--- config.mk ---
export PLATFORM = sky130hd
export DESIGN_NAME = uc_decode_sequencer_flat
export DESIGN_NICKNAME = d
export VERILOG_FILES = /design/src/rtl/uc_decode_sequencer_if.sv /design/src/rtl/uc_decode_sequencer.sv /design/src/flat_wrapper.sv
export SDC_FILE = /design/constraint.sdc
export NUM_CORES = 1
export LEC_CHECK = 0
export CAP_MARGIN = 20
export CORE_MARGIN = 3
export CORE_UTILIZATION = 64
export DETAILED_ROUTE_END_ITERATION = 12
export DONT_BUFFER_PORTS = 1
export PLACE_DENSITY = 0.87
export SYNTH_ARGS = -nofsm -noshare
export SYNTH_HDL_FRONTEND = slang
export SYNTH_SLANG_ARGS = --single-unit
--- constraint.sdc ---
create_clock -name clk -period 5.2 [get_ports clk]
set_input_delay 0.78 -clock clk [delete_from_list [all_inputs] [get_ports clk]]
set_output_delay 0.78 -clock clk [all_outputs]
set_load 0.03 [all_outputs]
--- src/rtl/uc_decode_sequencer_if.sv ---
`default_nettype none
// ============================================================================
// Module : uc_decode_sequencer_if
// Fetch-side, microcode-ROM and execute-side signal bundle of the sequencer.
// Rev    : 1.0  initial release
// ============================================================================
interface uc_decode_sequencer_if #(
  parameter int UC_WIDTH      = 16,
  parameter int UC_ADDR_WIDTH = 6
);
  logic                     in_valid;
  logic                     in_ready;
  logic [31:0]              in_instr;
  logic                     uc_rd_en;
  logic [UC_ADDR_WIDTH-1:0] uc_addr;
  logic [UC_WIDTH-1:0]      uc_data;
  logic                     out_valid;
  logic                     out_ready;
  logic [UC_WIDTH-2:0]      out_uop;
  logic                     out_last;
  logic                     out_illegal;
  logic [4:0]               out_rd_addr;
  logic [4:0]               out_rs1_addr;
  logic [4:0]               out_rs2_addr;
  logic [11:0]              out_i_imm;
  logic [11:0]              out_s_imm;
  logic [19:0]              out_u_imm;

  modport slave (
    input  in_valid, in_instr, uc_data, out_ready,
    output in_ready, uc_rd_en, uc_addr, out_valid, out_uop, out_last, out_illegal,
           out_rd_addr, out_rs1_addr, out_rs2_addr, out_i_imm, out_s_imm, out_u_imm
  );

  modport master (
    output in_valid, in_instr, uc_data, out_ready,
    input  in_ready, uc_rd_en, uc_addr, out_valid, out_uop, out_last, out_illegal,
           out_rd_addr, out_rs1_addr, out_rs2_addr, out_i_imm, out_s_imm, out_u_imm
  );
endinterface
`default_nettype wire

--- src/rtl/uc_decode_sequencer.sv ---
`default_nettype none
// ============================================================================
// Module : uc_decode_sequencer
// Buffers RV32I instructions, maps each to a microcode entry and steps the
// external 1-cycle ROM until LAST. Optional macro: ILLEGAL_INSN_EN.
// Rev    : 1.0  initial release
// ============================================================================
module uc_decode_sequencer #(
  parameter int UC_WIDTH      = 16,
  parameter int UC_ADDR_WIDTH = 6,
  parameter int FIFO_DEPTH    = 2,
  parameter int MAX_UOPS      = 8
) (
  input  logic                 clk,
  input  logic                 rst_n,
  uc_decode_sequencer_if.slave bus
);
  localparam int PTR_W  = (FIFO_DEPTH > 1) ? $clog2(FIFO_DEPTH) : 1;
  localparam int CNT_W  = $clog2(FIFO_DEPTH + 1);
  localparam int STEP_W = (MAX_UOPS > 1) ? $clog2(MAX_UOPS) : 1;

  typedef enum logic [1:0] {
    S_IDLE  = 2'd0,
    S_FETCH = 2'd1,
    S_EMIT  = 2'd2
  } state_t;

  function automatic logic [5:0] entry_addr(input logic [31:0] instr);
    logic [5:0] base;
    logic       use_f3;
    logic       use_f7;
    logic       use_env;
    base    = 6'h00;
    use_f3  = 1'b0;
    use_f7  = 1'b0;
    use_env = 1'b0;
    case (instr[6:2])
      5'b01101: base = 6'h02;
      5'b00101: base = 6'h03;
      5'b11011: base = 6'h0b;
      5'b11001: base = 6'h23;
      5'b00011: base = 6'h24;
      5'b11000: begin base = 6'h00; use_f3 = 1'b1; end
      5'b00000: begin base = 6'h08; use_f3 = 1'b1; end
      5'b01000: begin base = 6'h0e; use_f3 = 1'b1; end
      5'b00100: begin base = 6'h11; use_f3 = 1'b1; use_f7 = 1'b1; end
      5'b01100: begin base = 6'h1a; use_f3 = 1'b1; use_f7 = 1'b1; end
      5'b11100: begin base = 6'h25; use_env = 1'b1; end
      default:  base = 6'h00;
    endcase
    entry_addr = base
               + (use_f3  ? {3'b000, instr[14:12]}      : 6'h00)
               + (use_f7  ? {2'b00, instr[30], 3'b000}  : 6'h00)
               + (use_env ? {5'b00000, instr[20]}       : 6'h00);
  endfunction

`ifdef ILLEGAL_INSN_EN
  function automatic logic is_illegal(input logic [31:0] instr);
    logic known;
    case (instr[6:2])
      5'b01101, 5'b00101, 5'b11011, 5'b11001, 5'b00011, 5'b11000,
      5'b00000, 5'b01000, 5'b00100, 5'b01100, 5'b11100: known = 1'b1;
      default: known = 1'b0;
    endcase
    is_illegal = !known || (instr[1:0] != 2'b11);
  endfunction
`endif

  function automatic logic [PTR_W-1:0] ptr_inc(input logic [PTR_W-1:0] p);
    ptr_inc = (p == PTR_W'(FIFO_DEPTH - 1)) ? '0 : p + PTR_W'(1);
  endfunction

  logic [31:0]              fifo_q [FIFO_DEPTH];
  logic [PTR_W-1:0]         wr_ptr_q;
  logic [PTR_W-1:0]         rd_ptr_q;
  logic [CNT_W-1:0]         count_q;
  state_t                   state_q;
  logic [UC_ADDR_WIDTH-1:0] uc_addr_q;
  logic [STEP_W-1:0]        step_q;
  logic                     out_valid_q;
  logic                     out_last_q;
  logic [UC_WIDTH-2:0]      out_uop_q;

  logic                     push_d;
  logic                     pop_d;
  logic                     launch_d;
  logic [UC_ADDR_WIDTH-1:0] launch_addr_d;
  logic [31:0]              head_d;
  logic [31:0]              next_head_d;

  assign head_d      = fifo_q[rd_ptr_q];
  // After the head pops, the next instruction is either still buffered or arriving now.
  assign next_head_d = (count_q > CNT_W'(1)) ? fifo_q[ptr_inc(rd_ptr_q)] : bus.in_instr;

  assign bus.in_ready = (count_q < CNT_W'(FIFO_DEPTH));
  assign push_d       = bus.in_valid && bus.in_ready;
  assign pop_d        = (state_q == S_EMIT) && bus.out_ready && out_last_q;

  always_comb begin
    launch_d      = 1'b0;
    launch_addr_d = uc_addr_q;
    case (state_q)
      S_IDLE: begin
        if (count_q != '0) begin
          launch_d      = 1'b1;
          launch_addr_d = UC_ADDR_WIDTH'(entry_addr(head_d));
        end
      end
      S_EMIT: begin
        if (bus.out_ready) begin
          if (!out_last_q) begin
            launch_d      = 1'b1;
            launch_addr_d = uc_addr_q + UC_ADDR_WIDTH'(1);
          end else if ((count_q > CNT_W'(1)) || push_d) begin
            launch_d      = 1'b1;
            launch_addr_d = UC_ADDR_WIDTH'(entry_addr(next_head_d));
          end
        end
      end
      default: ;
    endcase
  end

  // The read strobe is presented in the cycle the read is decided so data lands in FETCH.
  assign bus.uc_rd_en = launch_d;
  assign bus.uc_addr  = launch_d ? launch_addr_d : uc_addr_q;

  always_ff @(posedge clk) begin
    if (push_d) begin
      fifo_q[wr_ptr_q] <= bus.in_instr;
    end
  end

  always_ff @(posedge clk or negedge rst_n) begin
    if (!rst_n) begin
      wr_ptr_q <= '0;
      rd_ptr_q <= '0;
      count_q  <= '0;
    end else begin
      if (push_d) wr_ptr_q <= ptr_inc(wr_ptr_q);
      if (pop_d)  rd_ptr_q <= ptr_inc(rd_ptr_q);
      case ({push_d, pop_d})
        2'b10:   count_q <= count_q + CNT_W'(1);
        2'b01:   count_q <= count_q - CNT_W'(1);
        default: count_q <= count_q;
      endcase
    end
  end

`ifdef ILLEGAL_INSN_EN
  logic out_illegal_q;
`endif

  always_ff @(posedge clk or negedge rst_n) begin
    if (!rst_n) begin
      state_q     <= S_IDLE;
      uc_addr_q   <= '0;
      step_q      <= '0;
      out_valid_q <= 1'b0;
      out_last_q  <= 1'b0;
      out_uop_q   <= '0;
`ifdef ILLEGAL_INSN_EN
      out_illegal_q <= 1'b0;
`endif
    end else begin
      if (launch_d) uc_addr_q <= launch_addr_d;
      case (state_q)
        S_IDLE: begin
          if (launch_d) begin
            state_q <= S_FETCH;
            step_q  <= '0;
          end
        end
        S_FETCH: begin
          state_q     <= S_EMIT;
          out_valid_q <= 1'b1;
          out_uop_q   <= bus.uc_data[UC_WIDTH-2:0];
          // The step cap terminates runaway microcode that never sets LAST.
          out_last_q  <= bus.uc_data[UC_WIDTH-1] || (step_q == STEP_W'(MAX_UOPS - 1));
`ifdef ILLEGAL_INSN_EN
          out_illegal_q <= 1'b0;
          if (is_illegal(head_d)) begin
            out_uop_q     <= '0;
            out_last_q    <= 1'b1;
            out_illegal_q <= 1'b1;
          end
`endif
        end
        S_EMIT: begin
          if (bus.out_ready) begin
            out_valid_q <= 1'b0;
            out_last_q  <= 1'b0;
`ifdef ILLEGAL_INSN_EN
            out_illegal_q <= 1'b0;
`endif
            if (!out_last_q) begin
              step_q  <= step_q + STEP_W'(1);
              state_q <= S_FETCH;
            end else if (launch_d) begin
              step_q  <= '0;
              state_q <= S_FETCH;
            end else begin
              state_q <= S_IDLE;
            end
          end
        end
        default: state_q <= S_IDLE;
      endcase
    end
  end

  assign bus.out_valid = out_valid_q;
  assign bus.out_last  = out_last_q;
  assign bus.out_uop   = out_uop_q;
`ifdef ILLEGAL_INSN_EN
  assign bus.out_illegal = out_illegal_q;
`else
  assign bus.out_illegal = 1'b0;
`endif

  assign bus.out_rd_addr  = head_d[11:7];
  assign bus.out_rs1_addr = head_d[19:15];
  assign bus.out_rs2_addr = head_d[24:20];
  assign bus.out_i_imm    = head_d[31:20];
  assign bus.out_s_imm    = {head_d[31:25], head_d[11:7]};
  assign bus.out_u_imm    = head_d[31:12];

endmodule
`default_nettype wire

--- src/flat_wrapper.sv ---
// flat-port wrapper written by rule: the top's interface ports become plain ports
module uc_decode_sequencer_flat 
#(
  parameter int UC_WIDTH      = 16,
  parameter int UC_ADDR_WIDTH = 6,
  parameter int FIFO_DEPTH    = 2,
  parameter int MAX_UOPS      = 8
)
  (clk, rst_n, bus_in_valid, bus_in_instr, bus_uc_data, bus_out_ready, bus_in_ready, bus_uc_rd_en, bus_uc_addr, bus_out_valid, bus_out_uop, bus_out_last, bus_out_illegal, bus_out_rd_addr, bus_out_rs1_addr, bus_out_rs2_addr, bus_out_i_imm, bus_out_s_imm, bus_out_u_imm);
  uc_decode_sequencer_if #(.UC_WIDTH(UC_WIDTH), .UC_ADDR_WIDTH(UC_ADDR_WIDTH)) bus_i ();
  input  logic clk;
  input  logic rst_n;
  input wire logic [$bits(bus_i.in_valid)-1:0] bus_in_valid;
  input wire logic [$bits(bus_i.in_instr)-1:0] bus_in_instr;
  input wire logic [$bits(bus_i.uc_data)-1:0] bus_uc_data;
  input wire logic [$bits(bus_i.out_ready)-1:0] bus_out_ready;
  output wire logic [$bits(bus_i.in_ready)-1:0] bus_in_ready;
  output wire logic [$bits(bus_i.uc_rd_en)-1:0] bus_uc_rd_en;
  output wire logic [$bits(bus_i.uc_addr)-1:0] bus_uc_addr;
  output wire logic [$bits(bus_i.out_valid)-1:0] bus_out_valid;
  output wire logic [$bits(bus_i.out_uop)-1:0] bus_out_uop;
  output wire logic [$bits(bus_i.out_last)-1:0] bus_out_last;
  output wire logic [$bits(bus_i.out_illegal)-1:0] bus_out_illegal;
  output wire logic [$bits(bus_i.out_rd_addr)-1:0] bus_out_rd_addr;
  output wire logic [$bits(bus_i.out_rs1_addr)-1:0] bus_out_rs1_addr;
  output wire logic [$bits(bus_i.out_rs2_addr)-1:0] bus_out_rs2_addr;
  output wire logic [$bits(bus_i.out_i_imm)-1:0] bus_out_i_imm;
  output wire logic [$bits(bus_i.out_s_imm)-1:0] bus_out_s_imm;
  output wire logic [$bits(bus_i.out_u_imm)-1:0] bus_out_u_imm;
  assign bus_i.in_valid = bus_in_valid;
  assign bus_i.in_instr = bus_in_instr;
  assign bus_i.uc_data = bus_uc_data;
  assign bus_i.out_ready = bus_out_ready;
  assign bus_in_ready = bus_i.in_ready;
  assign bus_uc_rd_en = bus_i.uc_rd_en;
  assign bus_uc_addr = bus_i.uc_addr;
  assign bus_out_valid = bus_i.out_valid;
  assign bus_out_uop = bus_i.out_uop;
  assign bus_out_last = bus_i.out_last;
  assign bus_out_illegal = bus_i.out_illegal;
  assign bus_out_rd_addr = bus_i.out_rd_addr;
  assign bus_out_rs1_addr = bus_i.out_rs1_addr;
  assign bus_out_rs2_addr = bus_i.out_rs2_addr;
  assign bus_out_i_imm = bus_i.out_i_imm;
  assign bus_out_s_imm = bus_i.out_s_imm;
  assign bus_out_u_imm = bus_i.out_u_imm;
  uc_decode_sequencer #(.UC_WIDTH(UC_WIDTH), .UC_ADDR_WIDTH(UC_ADDR_WIDTH), .FIFO_DEPTH(FIFO_DEPTH), .MAX_UOPS(MAX_UOPS)) u_core (.clk(clk), .rst_n(rst_n), .bus(bus_i));
endmodule
Word level (Yosys, flattened, before mapping)
Memories as Yosys holds them, arrays and structs flattened.
Index checks and enable logic that the tools add are counted.
{ "classes": {"n_addsub": 12, "order_cmp": 2, "eq_ne": 27, "mux": 67, "n_reduce_logical": 19} }
{ "ops": {"columns": ["operator", "count"], "rows": [
  ["one-hot mux 6 bit (10 select lines)", 2],
  ["two-way mux 6 bit", 11],
  ["== test 5 bit, second input constant", 8],
  ["adder 6 bit", 6],
  ["two-way mux 1 bit", 36],
  ["two-way mux 31 bit", 1],
  ["== test 5 x 4 -> 1 bit, second input constant", 6],
  ["== test 5 x 3 -> 1 bit, second input constant", 4],
  ["two-way mux 3 bit", 5],
  ["one-hot mux 6 bit (2 select lines)", 1],
  ["== test 5 x 2 -> 1 bit, second input constant", 2],
  ["logical NOT 5 bit", 2],
  ["OR reduction 5 bit", 2],
  ["two-way mux 4 bit", 2],
  ["nonzero test 2 bit", 4],
  ["adder 6 x 1 -> 6 bit, second input constant", 1],
  ["two-way mux 2 bit", 3],
  ["one-hot mux 1 bit (2 select lines)", 3],
  ["one-hot mux 2 bit (3 select lines)", 1],
  ["one-hot mux 3 bit (2 select lines)", 1],
  ["AND reduction 2 bit", 3],
  ["== test 2 x 1 -> 1 bit, second input constant", 2],
  ["== test 2 bit, second input constant", 2],
  ["one-hot mux 2 bit (2 select lines)", 1],
  ["13 further kinds", 18]
]} }
{ "word_totals": {"ff_bits": 32, "ram_bits": 64, "input_bits": 52, "out_inout_bits": 85, "word_cells": 137, "n_memories": 1} }
{ "memory_table": {"columns": ["name", "words", "word_bits", "rd", "rd_ports_with_merged_regs", "wr", "line_no", "source"], "rows": [
  ["u_core.fifo_q", 2, 32, 2, 0, 1, "uc_decode_sequencer.sv:73", "logic [31:0] fifo_q [FIFO_DEPTH];"]
]} }

Longest topological paths before layout
Gate-level depths: netlist of run 1.
An unclocked memory read counts as a cell.
{ "depth": {"ltp_word": 20, "ltp_mapped": 16, "depth_no_buf": 15} }

Worst setup path before layout of run 1
No wires, ideal clock.
{ "synth_path": {"path_type": "register to output", "startpoint": "register u_core.count_q[1]", "endpoint": "output port bus_uc_addr[5]", "arrival_time_ps": 4401, "required_ps": 4420, "slack_ps": 19, "path_stages_with_launch": 16, "cell_sequence": "dfrtp_1 inv_1 ha_1 and2b_4 buf_12 mux2_2 nor2_2 nand2_1 or4_1 fa_1 nand2b_1 a21oi_1 o21ai_2 a2111oi_0 a211oi_1 o311ai_1"} }
{ "synth_rtl": {"columns": ["element", "line_no", "source"], "rows": [
  ["start: declaration", "uc_decode_sequencer.sv:76", "logic [CNT_W-1:0] count_q;"],
  ["start signal: assignment", "uc_decode_sequencer.sv:143", "2'b10: count_q <= count_q + CNT_W'(1);"],
  ["start signal: assignment", "uc_decode_sequencer.sv:144", "2'b01: count_q <= count_q - CNT_W'(1);"],
  ["start signal: assignment", "uc_decode_sequencer.sv:145", "default: count_q <= count_q;"],
  ["< comparator 2 bit *", "uc_decode_sequencer.sv:95", "assign bus.in_ready = (count_q < CNT_W'(FIFO_DEPTH));"],
  ["named net bus_in_ready", "flat_wrapper.sv:17", "output wire logic [$bits(bus_i.in_ready)-1:0] bus_in_ready;"],
  ["logical AND 1 bit *", "uc_decode_sequencer.sv:96", "assign push_d = bus.in_valid && bus.in_ready;"],
  ["logical OR 1 bit *", "uc_decode_sequencer.sv:114", "end else if ((count_q > CNT_W'(1)) || push_d) begin"],
  ["two-way mux 6 bit or two-way mux 1 bit (tied branches)", "uc_decode_sequencer.sv:114", null],
  ["two-way mux 6 bit or two-way mux 1 bit (tied branches)", "uc_decode_sequencer.sv:111", "if (!out_last_q) begin"],
  ["two-way mux 6 bit or two-way mux 1 bit (tied branches)", "uc_decode_sequencer.sv:110", "if (bus.out_ready) begin"],
  ["one-hot mux 6 bit (2 select lines) or one-hot mux 1 bit (2 select lines) (tied branches)", "uc_decode_sequencer.sv:102", "case (state_q)"],
  ["two-way mux 6 bit *", "uc_decode_sequencer.sv:126", "assign bus.uc_addr = launch_d ? launch_addr_d : uc_addr_q;"],
  ["end: declaration", "flat_wrapper.sv:19", "output wire logic [$bits(bus_i.uc_addr)-1:0] bus_uc_addr;"]
]} }
Mark *: on every way through the listed nets, which the timed path passes. The rest lies on a longest branch. The select of a mux whose other input is x is not followed.

Worst setup path after layout of run 1
{ "layout_path": {"startpoint": "register u_core.count_q[1]", "endpoint": "output port bus_uc_addr[5]"} }
{ "layout_via": {"elab_chain_cells": 18} }
{ "layout_rtl": {"columns": ["element", "line_no", "source"], "rows": [
  ["> comparator 2 x 1 -> 1 bit", "uc_decode_sequencer.sv:93, uc_decode_sequencer.sv:114", null],
  ["two-way mux 31 bit", "uc_decode_sequencer.sv:93", "assign next_head_d = (count_q > CNT_W'(1)) ? fifo_q[ptr_inc(rd_ptr_q)] : bus.in_instr;"],
  ["== test 5 bit (tied with other cells)", "uc_decode_sequencer.sv:37", "case (instr[6:2])"],
  ["OR reduction 5 bit (no line)", null, null],
  ["two-way mux 1 bit", "uc_decode_sequencer.sv:37", null],
  ["two-way mux 1 bit", "uc_decode_sequencer.sv:114", null],
  ["two-way mux 1 bit", "uc_decode_sequencer.sv:111", null],
  ["two-way mux 1 bit", "uc_decode_sequencer.sv:110", null],
  ["[... 2 more ...]", null, null],
  ["adder 6 bit", "uc_decode_sequencer.sv:52", "+ (use_f3 ? {3'b000, instr[14:12]} : 6'h00)"],
  ["adder 6 bit", "uc_decode_sequencer.sv:53", "+ (use_f7 ? {2'b00, instr[30], 3'b000} : 6'h00)"],
  ["adder 6 bit", "uc_decode_sequencer.sv:54", "+ (use_env ? {5'b00000, instr[20]} : 6'h00);"],
  ["two-way mux 6 bit", "uc_decode_sequencer.sv:114", null],
  ["two-way mux 6 bit", "uc_decode_sequencer.sv:111", null],
  ["two-way mux 6 bit", "uc_decode_sequencer.sv:110", null],
  ["one-hot mux 6 bit (2 select lines)", "uc_decode_sequencer.sv:102", null],
  ["two-way mux 6 bit *", "uc_decode_sequencer.sv:126", null]
]} }
Mark *: on every way between the ends. The rest lies on a longest branch, timed or not. The select of a mux whose other input is x is not followed.

==> Flow_metrics.wiki, run 1 <==
{| class="wikitable"
! Metric !! Value
|-
| Post-route ant nets || 0
|-
| Library cells used by synthesis || between 50 and 60
|-
| Pin count of the biggest net entering global routing || 33
|-
| Signal arrival time at the worst endpoint || 4.21 ns
|-
| Internal Dissipation || 1.89 mW
|-
| Max-cap violations || 0
|-
| Number of H-tree branching levels || 3
|-
| Total Neg Setup Slack || 0 ns
|-
| Number of buffers inserted for hold repair after clock tree synthesis || 0
|-
| DRT Pass-1 Iters || 5
|-
| Nets || about 450
|-
| Total power per unit cell area || 710 nW/um2
|-
| Clock slew seen by the registers of the worst setup and hold paths || 0.09 ns
|-
| Post-detailed-route DRC marker count || 0
|-
| Worst path required time || ~4.4 ns
|-
| Vias in the first global route || 3100
|-
| Fin util || 0.700
|-
| Worst-case setup margin in the final layout || 0.206 ns
|-
| Run status || completed
|-
| Final critical delay including setup and external delays || 4.99 ns
|-
| Clock tree from TritonCTS || done
|-
| Placed inst area || 4890 um2
|-
| Syn_nets || 473
|-
| Vias per cell || roughly 6.3
|-
| Leakage || 1.96 nW
|-
| Placement row count || 31
|-
| Maximum resistive drop on vdd || 0.000389 V
|-
| Element type at the critical path start || flop
|-
| Overall die width || 94.5 um
|-
| Post-place setup slack || approximately 0.32 ns
|-
| Finish-stage setup viols || 0
|-
| FMAX || about 0.2 GHz
|-
| Switching power of the nets || roughly 1.8 mW
|-
| Gp weighted congestion || 0.950
|-
| Async S/R FF share, synth || 0.348
|-
| Final instance area || a little over 5000 um2
|-
| Starting density of the core || 0.676
|-
| FF+latch count, synth || slightly above 90
|-
| Combinational share of power || 0.502
|-
| Final HPWL from detailed placement || 7000 um
|-
| Measured slew at the worst slew-check pin || 0.768 ns
|-
| EDFF count, synth || 60
|-
| Floorplan die area || 8930 um2
|-
| Min-Delay Path Class || primary input to asynchronous set/reset pin
|-
| Cell at the root of the clock tree || sky130_fd_sc_hd__clkbuf_8
|-
| Overall fraction of global-route tracks in use || 0.228
|-
| Synthesized netlist cell count || 405
|-
| Final slew viol count || 0
|-
| Post-synthesis average cell area || 12.4 um2
|-
| Buffers on Ports || 0
|-
| Global-route wire length before repair || around 15000 um
|-
| Number of antenna violations at the first check in global routing || 0
|-
| Portion of total power attributed to the clock network || 0.144
|-
| Unrepaired setup endpoints after global routing || no
|-
| Overall die height || 94.5 um
|-
| Warnings, synthesis || 0
|-
| Hold Vio Cnt, Final || 0
|-
| Detailed router's first-iteration violation count || 193
|-
| Most used flip-flop cell after synthesis || sky130_fd_sc_hd__edfxtp_1
|-
| Type of the worst setup path || flop to output port
|-
| Number of I/O pins || around 140
|-
| Critical-path maximum fanout || 5
|-
| Max Clock Skew || roughly 0.0090 ns
|-
| Sequential group share of total power || 0.354
|-
| GRT Residual Overflow || 0
|-
| Cell accounting for the most synthesized area || sky130_fd_sc_hd__edfxtp_1
|-
| Source-to-sink clock delay at the later pin of the worst-skew pair || 0.36 ns
|-
| Clock tree sinks || 92
|-
| Yosys top cell area share || 0.360
|-
| Endpoint class of the critical path || output port
|-
| Layout Area Growth over Synthesis || 3.45%
|-
| Routed vias || 3092
|-
| Worst slew margin relative to its limit || 0.488
|-
| Routed wire length per instance || 20.2 um
|-
| Post-detailed-routing wire length || between 9000 and 10000 um
|-
| Total core area || 7410 um2
|-
| Final worst path period share || 0.960
|-
| Proportion of synthesized chip area in sequential cells || 0.519
|-
| TritonCTS Buffers || 9
|-
| Share of total power consumed by net switching || 0.486
|-
| Most area-consuming cells after synthesis || sky130_fd_sc_hd__edfxtp_1, sky130_fd_sc_hd__dfrtp_1, sky130_fd_sc_hd__mux2_2, sky130_fd_sc_hd__buf_4, sky130_fd_sc_hd__ha_1
|-
| Clock buffer depth || 2
|-
| Fraction of final layout cells with drive strength greater than 1 || 0.254
|-
| Synthesized cell area || ~5000 um2
|}
## critical path: stages (launching register included)
cell and delay (ns):
sky130_fd_sc_hd__dfrtp_1 0.40, sky130_fd_sc_hd__inv_1 0.07, sky130_fd_sc_hd__ha_1 0.18, sky130_fd_sc_hd__and2b_4 0.30, sky130_fd_sc_hd__mux2_4 0.36, sky130_fd_sc_hd__nor2_4 0.15, sky130_fd_sc_hd__nand2_1 0.11, sky130_fd_sc_hd__or4_1 0.51
sky130_fd_sc_hd__fa_1 0.46, sky130_fd_sc_hd__nand2b_1 0.19, sky130_fd_sc_hd__a21oi_2 0.17, sky130_fd_sc_hd__o21ai_2 0.09, sky130_fd_sc_hd__a2111oi_4 0.30, sky130_fd_sc_hd__a211oi_1 0.08, sky130_fd_sc_hd__o311ai_1 0.24, sky130_fd_sc_hd__buf_4 0.22
## cell families (layout without fill, tap and decap cells)
kind of cell,after synthesis,in the layout,share of synthesized area
AOI/OAI and AO/OA,66,66,0.0882
xor gates and xnor gates,13,13,0.0227
buffers and inverters,57,41,0.0749
DFF,92,92,0.519
other,1,2,0.000749
muxes,68,68,0.158
and+or+nand+nor,92,92,0.0899
adders and majority gates,16,16,0.0460
## flip-flops by register name, indices dropped and copies added, names as in the netlist
| signal | flops |
|---|---|
| u_core.fifo_q | 60 |
| u_core.step_q | 3 |
| u_core.state_q | 2 |
| u_core.bus.out_valid | 1 |
| u_core.rd_ptr_q | 1 |
| u_core.wr_ptr_q | 1 |
| u_core.bus.out_last | 1 |
| u_core.count_q | 2 |
| u_core.bus.out_uop | 15 |
| u_core.uc_addr_q | 6 |
## worst paths after layout
kind,startpoint,end,slack (ns),cells after the start
min in group clk,bus_in_instr[21],u_core.fifo_q[1][21],0.51,0
setup reg to reg,u_core.count_q[1],u_core.uc_addr_q[1],1.20,14
hold / removal,rst_n,u_core.bus.out_uop[5],0.10,0
hold reg to reg,u_core.step_q[2],u_core.step_q[2],0.53,1
max in group asynchronous,rst_n,u_core.bus.out_uop[11],5.01,0
setup / recovery,u_core.count_q[1],bus_uc_addr[5],0.21,15
## Yosys cell counts (3+ instances only)
master                     number
sky130_fd_sc_hd__xnor2_1        7
sky130_fd_sc_hd__buf_4         35
sky130_fd_sc_hd__fa_1           4
sky130_fd_sc_hd__edfxtp_1      60
sky130_fd_sc_hd__nor3_1         4
sky130_fd_sc_hd__buf_2          5
sky130_fd_sc_hd__o21ai_0       13
sky130_fd_sc_hd__nor2_1        25
sky130_fd_sc_hd__nand3_1       11
sky130_fd_sc_hd__nand2_1       26
sky130_fd_sc_hd__and2_1         3
sky130_fd_sc_hd__xor2_1         6
sky130_fd_sc_hd__inv_1         10
sky130_fd_sc_hd__clkbuf_1       4
sky130_fd_sc_hd__mux2i_1       12
sky130_fd_sc_hd__nand2b_1       5
sky130_fd_sc_hd__or2_2          3
sky130_fd_sc_hd__mux2_2        49
sky130_fd_sc_hd__a211oi_1       4
sky130_fd_sc_hd__mux2_4         5
sky130_fd_sc_hd__dfrtp_1       32
sky130_fd_sc_hd__o21a_1         3
sky130_fd_sc_hd__nor2b_1        6
sky130_fd_sc_hd__a21oi_1       17
sky130_fd_sc_hd__ha_1          12
## metal layers
layer | vias to the layer above | wire (um) | GRT usage
li1 | 1400 | - | -
met1 | 1473 | 3610 | 0.269
met2 | 179 | 4960 | 0.382
met3 | 40 | 1010 | 0.0861
met4 | 0 | 274 | 0.0841
met5 | - | 0 | 0
## power by group through the flow
stage | logic [mW] | registers, mW | clock network (mW)
after floorplan | 1.67 | 1.25 | 0
after global placement | 1.74 | 1.30 | 0
after detailed placement | 1.78 | 1.31 | 0
after CTS | 1.79 | 1.30 | 0.540
after global routing | 1.98 | 1.33 | 0.570
final | 1.85 | 1.30 | 0.531
## final cells by class
cell class / count / area, um2
antenna: 1 / 2.50
inverter: 10 / 37.5
clock buffer: 10 / 128
tap: 99 / 124
multi-input combinational: 256 / 2070
clock inverter: 6 / 93.8
fill: 497 / 2230
sequential: 92 / 2600
timing repair buffer: 15 / 125
## stage by stage
| stage | hold slack, ns | total power [mW] | std cells |
|---|---|---|---|
| 2_1_floorplan | 0.460 | 2.93 | 405 |
| 3_5_place_dp | 0.485 | 3.09 | 469 |
| 4_1_cts | 0.0857 | 3.63 | 485 |
| 5_1_grt | 0.0809 | 3.88 | 488 |
| 3_3_place_gp | 0.485 | 3.04 | 469 |
| 6_report | 0.100 | 3.68 | 489 |
## layout by cell type (no fill, tap or decap), types with 3 or more instances in the layout
| cell type | n |
|---|---|
| sky130_fd_sc_hd__dfrtp_1 | 31 |
| sky130_fd_sc_hd__fa_1 | 4 |
| sky130_fd_sc_hd__or2_2 | 3 |
| sky130_fd_sc_hd__buf_4 | 14 |
| sky130_fd_sc_hd__edfxtp_1 | 60 |
| sky130_fd_sc_hd__nor2b_1 | 6 |
| sky130_fd_sc_hd__nand2b_1 | 5 |
| sky130_fd_sc_hd__ha_1 | 12 |
| sky130_fd_sc_hd__nand3_1 | 11 |
| sky130_fd_sc_hd__mux2_2 | 48 |
| sky130_fd_sc_hd__o21ai_0 | 13 |
| sky130_fd_sc_hd__mux2_4 | 6 |
| sky130_fd_sc_hd__clkbuf_8 | 9 |
| sky130_fd_sc_hd__nor2_1 | 24 |
| sky130_fd_sc_hd__nor3_1 | 4 |
| sky130_fd_sc_hd__nand2_1 | 25 |
| sky130_fd_sc_hd__and2_1 | 3 |
| sky130_fd_sc_hd__mux2i_1 | 12 |
| sky130_fd_sc_hd__xor2_1 | 6 |
| sky130_fd_sc_hd__inv_1 | 10 |
| sky130_fd_sc_hd__a21oi_1 | 16 |
| sky130_fd_sc_hd__xnor2_1 | 7 |
| sky130_fd_sc_hd__a211oi_1 | 4 |
| sky130_fd_sc_hd__o21a_1 | 3 |
## timing repair
action / 4_1_cts / 5_1_grt
pin swaps: 0 / 1
buffers inserted: 0 / 3
endpoints found under the hold margin: 0 / 0
setup endpoints to repair: 1 / 4
cloned: 0 / 0
resized for setup: 2 / 8
Power figures use the tool's default switching activity.
==> inputs of run 2 (changes only) <==
Settings changed: CORE_UTILIZATION 64 to 60, PLACE_DENSITY 0.87 to 0.83, REMOVE_ABC_BUFFERS set to 1.
==> run 2 against run 1 <==
Worst setup slack worse by 0.011 ns. First-iteration DRC count increased by 12%. Core utilization decreased by 5.0 points. Sequential power is essentially flat. Clock skew increased by 0.0027 ns. Total power down 2.0%. Maximum frequency fell by 0.22%. Worst hold slack worse by 0.0020 ns. Critical path depth is the same. Sequential cell count unchanged. Combinational power is 2% lower. Critical path type unchanged. Largest power group unchanged.
==> Flow_metrics.wiki, run 2 (synthesis results as in run 1) <==
{| class="wikitable"
! Metric !! Value
|-
| Run status || completed
|-
| Clock slew seen by the registers of the worst setup and hold paths || 0.10 ns (about the same)
|-
| Hold Vio Cnt, Final || 0 (unchanged)
|-
| Critical-path maximum fanout || 5 (unchanged)
|-
| Type of the worst setup path || flop to output port
|-
| Vias in the first global route || 3122 (+0.71%)
|-
| Final worst path period share || 0.963 (+0.00209)
|-
| Fraction of final layout cells with drive strength greater than 1 || 0.260 (+0.00581)
|-
| Max Clock Skew || 0.0117 ns (+0.00274 ns)
|-
| Element type at the critical path start || flop
|-
| Pin count of the biggest net entering global routing || 33 (unchanged)
|-
| Cell at the root of the clock tree || sky130_fd_sc_hd__clkbuf_8
|-
| Worst-case setup margin in the final layout || 0.195 ns (-0.0109 ns)
|-
| Ant. Diodes || 0 (-1)
|-
| Final HPWL from detailed placement || 6830 um (-2.4%)
|-
| Maximum resistive drop on vdd || 0.000335 V (-14%)
|-
| Number of buffers inserted for hold repair after clock tree synthesis || 0 (unchanged)
|-
| Post-place setup slack || 0.337 ns (+0.0127 ns)
|-
| Signal arrival time at the worst endpoint || 4.23 ns (+0.02 ns)
|-
| Measured slew at the worst slew-check pin || 0.856 ns (+0.0881 ns)
|-
| FMAX || 0.200 GHz (-0.22%)
|-
| Overall die width || 97.4 um (+3.1%)
|-
| Top library cells by usage in the layout, fill and taps aside || sky130_fd_sc_hd__edfxtp_1, sky130_fd_sc_hd__mux2_2, sky130_fd_sc_hd__dfrtp_1
|-
| Final cell count without fillers || 490 (+0.20%)
|-
| Total design power || 3.60 mW (-2.0%)
|-
| Max-cap violations || 0 (unchanged)
|-
| Number of antenna violations at the first check in global routing || 0 (unchanged)
|-
| Overall fraction of global-route tracks in use || 0.209 (-0.0197)
|-
| Buffers on Ports || 0 (unchanged)
|-
| Clock tree sinks || 92 (unchanged)
|-
| Final instance area || 5150 um2 (-0.63%)
|-
| Final critical delay including setup and external delays || 5.01 ns (+0.0109 ns)
|-
| Worst slew margin relative to its limit || 0.429 (-0.0587)
|-
| Total power per unit cell area || 700 nW/um2 (-1.4%)
|-
| Number of I/O pins || 137 (unchanged)
|-
| Endpoint class of the critical path || output port
|-
| Worst r2r path cells || 15 (+1)
|-
| Leading cell type in the layout, fill and taps excluded || sky130_fd_sc_hd__edfxtp_1
|-
| Source-to-sink clock delay at the later pin of the worst-skew pair || 0.36 ns (about the same)
|-
| Most flop-heavy register || u_core.fifo_q
|-
| DRT Pass-1 Iters || 4 (-1)
|-
| Placement row count || 32 (+3.2%)
|-
| Global-route wire length before repair || 15800 um (+2.1%)
|-
| GRT Residual Overflow || 0 (unchanged)
|-
| Multi-input combinational cell area || 2080 um2 (+0.42%)
|-
| Placed inst area || 4890 um2 (about the same)
|-
| Clock tree from TritonCTS || done
|-
| Total Neg Setup Slack || 0 ns (unchanged)
|-
| Post-detailed-route DRC marker count || 0 (unchanged)
|-
| Starting density of the core || 0.632 (-0.0443)
|-
| Worst path required time || 4.42 ns (about the same)
|-
| Placed insts || 471 (+0.43%)
|-
| Final slew viol count || 0 (unchanged)
|-
| Number of H-tree branching levels || 3 (unchanged)
|-
| Routed vias || 2989 (-3.3%)
|-
| Vias per cell || 6.10 (-3.5%)
|-
| Min-Delay Path Class || primary input to asynchronous set/reset pin
|-
| Layout Area Growth over Synthesis || 2.80%
|-
| Total core area || 7930 um2 (+7.0%)
|-
| Leakage || 1.95 nW (-0.40%)
|-
| Finish-stage setup viols || 0 (unchanged)
|-
| Clock buffer depth || 2 (unchanged)
|-
| Overall die height || 97.4 um (+3.1%)
|-
| Nets || 451 (-0.22%)
|-
| TritonCTS Buffers || 9 (unchanged)
|-
| Layout filler cell count || 603 (+21%)
|-
| Detailed router's first-iteration violation count || 217 (+12%)
|-
| Post-route ant nets || 0 (unchanged)
|-
| Area taken by flip-flops and latches || 2600 um2 (unchanged)
|-
| Post-detailed-routing wire length || 9570 um (-3.0%)
|-
| Unrepaired setup endpoints after global routing || yes
|-
| Routed wire length per instance || 19.5 um (-3.2%)
|-
| Gp weighted congestion || 0.870 (-8.4%)
|-
| Floorplan die area || 9480 um2 (+6.2%)
|-
| Max reg flops || 60 (unchanged)
|}
==> run 2: critical path, stage by stage, from the launching register on <==
cell and delay, ns:
sky130_fd_sc_hd__dfrtp_1 0.41, sky130_fd_sc_hd__inv_1 0.07, sky130_fd_sc_hd__ha_1 0.18, sky130_fd_sc_hd__and2b_4 0.29
sky130_fd_sc_hd__mux2_4 0.36, sky130_fd_sc_hd__nor2_4 0.15, sky130_fd_sc_hd__nand2_1 0.10, sky130_fd_sc_hd__or4_4 0.49
sky130_fd_sc_hd__fa_2 0.39, sky130_fd_sc_hd__nand2b_1 0.18, sky130_fd_sc_hd__a21oi_2 0.18, sky130_fd_sc_hd__o21ai_2 0.07
sky130_fd_sc_hd__a2111oi_2 0.36, sky130_fd_sc_hd__a211oi_1 0.09, sky130_fd_sc_hd__o311ai_1 0.30, sky130_fd_sc_hd__buf_4 0.22
==> run 2: metrics by stage <==
stage,util,hold WS (ns)
finish,0.650,0.0985
global route,0.650,0.0740
CTS,0.643,0.0767
detailed placement,0.616,0.485
global placement,0.616,0.485
floorplan,-,0.460
==> run 2: layer usage <==
layer  global-route usage  up-vias  share of wire
met4               0.0639        0          0.015
li1                     -     1402              -
met3               0.0560       15          0.077
met2                0.347      107           0.50
met1                0.268     1465           0.41
met5                    0        -              0
==> run 2: timing repair <==
action / CTS / global route
resized for setup: 1 / 10
buffers inserted: 1 / 2
endpoints found under the setup margin: 1 / 4
gates cloned: 0 / 0
pin swaps: 0 / 2
==> run 2: power breakdown <==
part / switching [mW] / internal (mW) / leakage (nW) / total, mW
clock: 0.260 / 0.226 / 0.101 / 0.486
combinational: 1.22 / 0.596 / 0.906 / 1.81
sequential: 0.298 / 1.01 / 0.943 / 1.31
total: 1.77 / 1.83 / 1.95 / 3.60
==> run 2: path summary, 6_finish.rpt <==
check | end | slack (ns) | from
max | bus_uc_addr[5] | 0.19 | u_core.count_q[1]
min | u_core.step_q[0] | 0.1 | rst_n
max reg2reg | u_core.uc_addr_q[5] | 1.27 | u_core.count_q[1]
min reg2reg | u_core.wr_ptr_q | 0.51 | u_core.wr_ptr_q
max in group asynchronous | u_core.count_q[0] | 5.01 | rst_n
min in group clk | u_core.fifo_q[0][30] | 0.51 | bus_in_instr[30]
==> run 2: layout make-up <==
type,instances,area share
flip-flops and latches,92,0.506
multi-input cells,256,0.403
well taps,102,0.0248
clock buffers,9,0.0241
repair buffers,14,0.0204
clock inverters,7,0.0146
inverters,10,0.00729
==> inputs of run 3 (changes only) <==
Settings changed: CAP_MARGIN 20 to not set.
==> results of run 3 <==
Same layout as run 2: the final DEF is identical, and so are final timing and power.
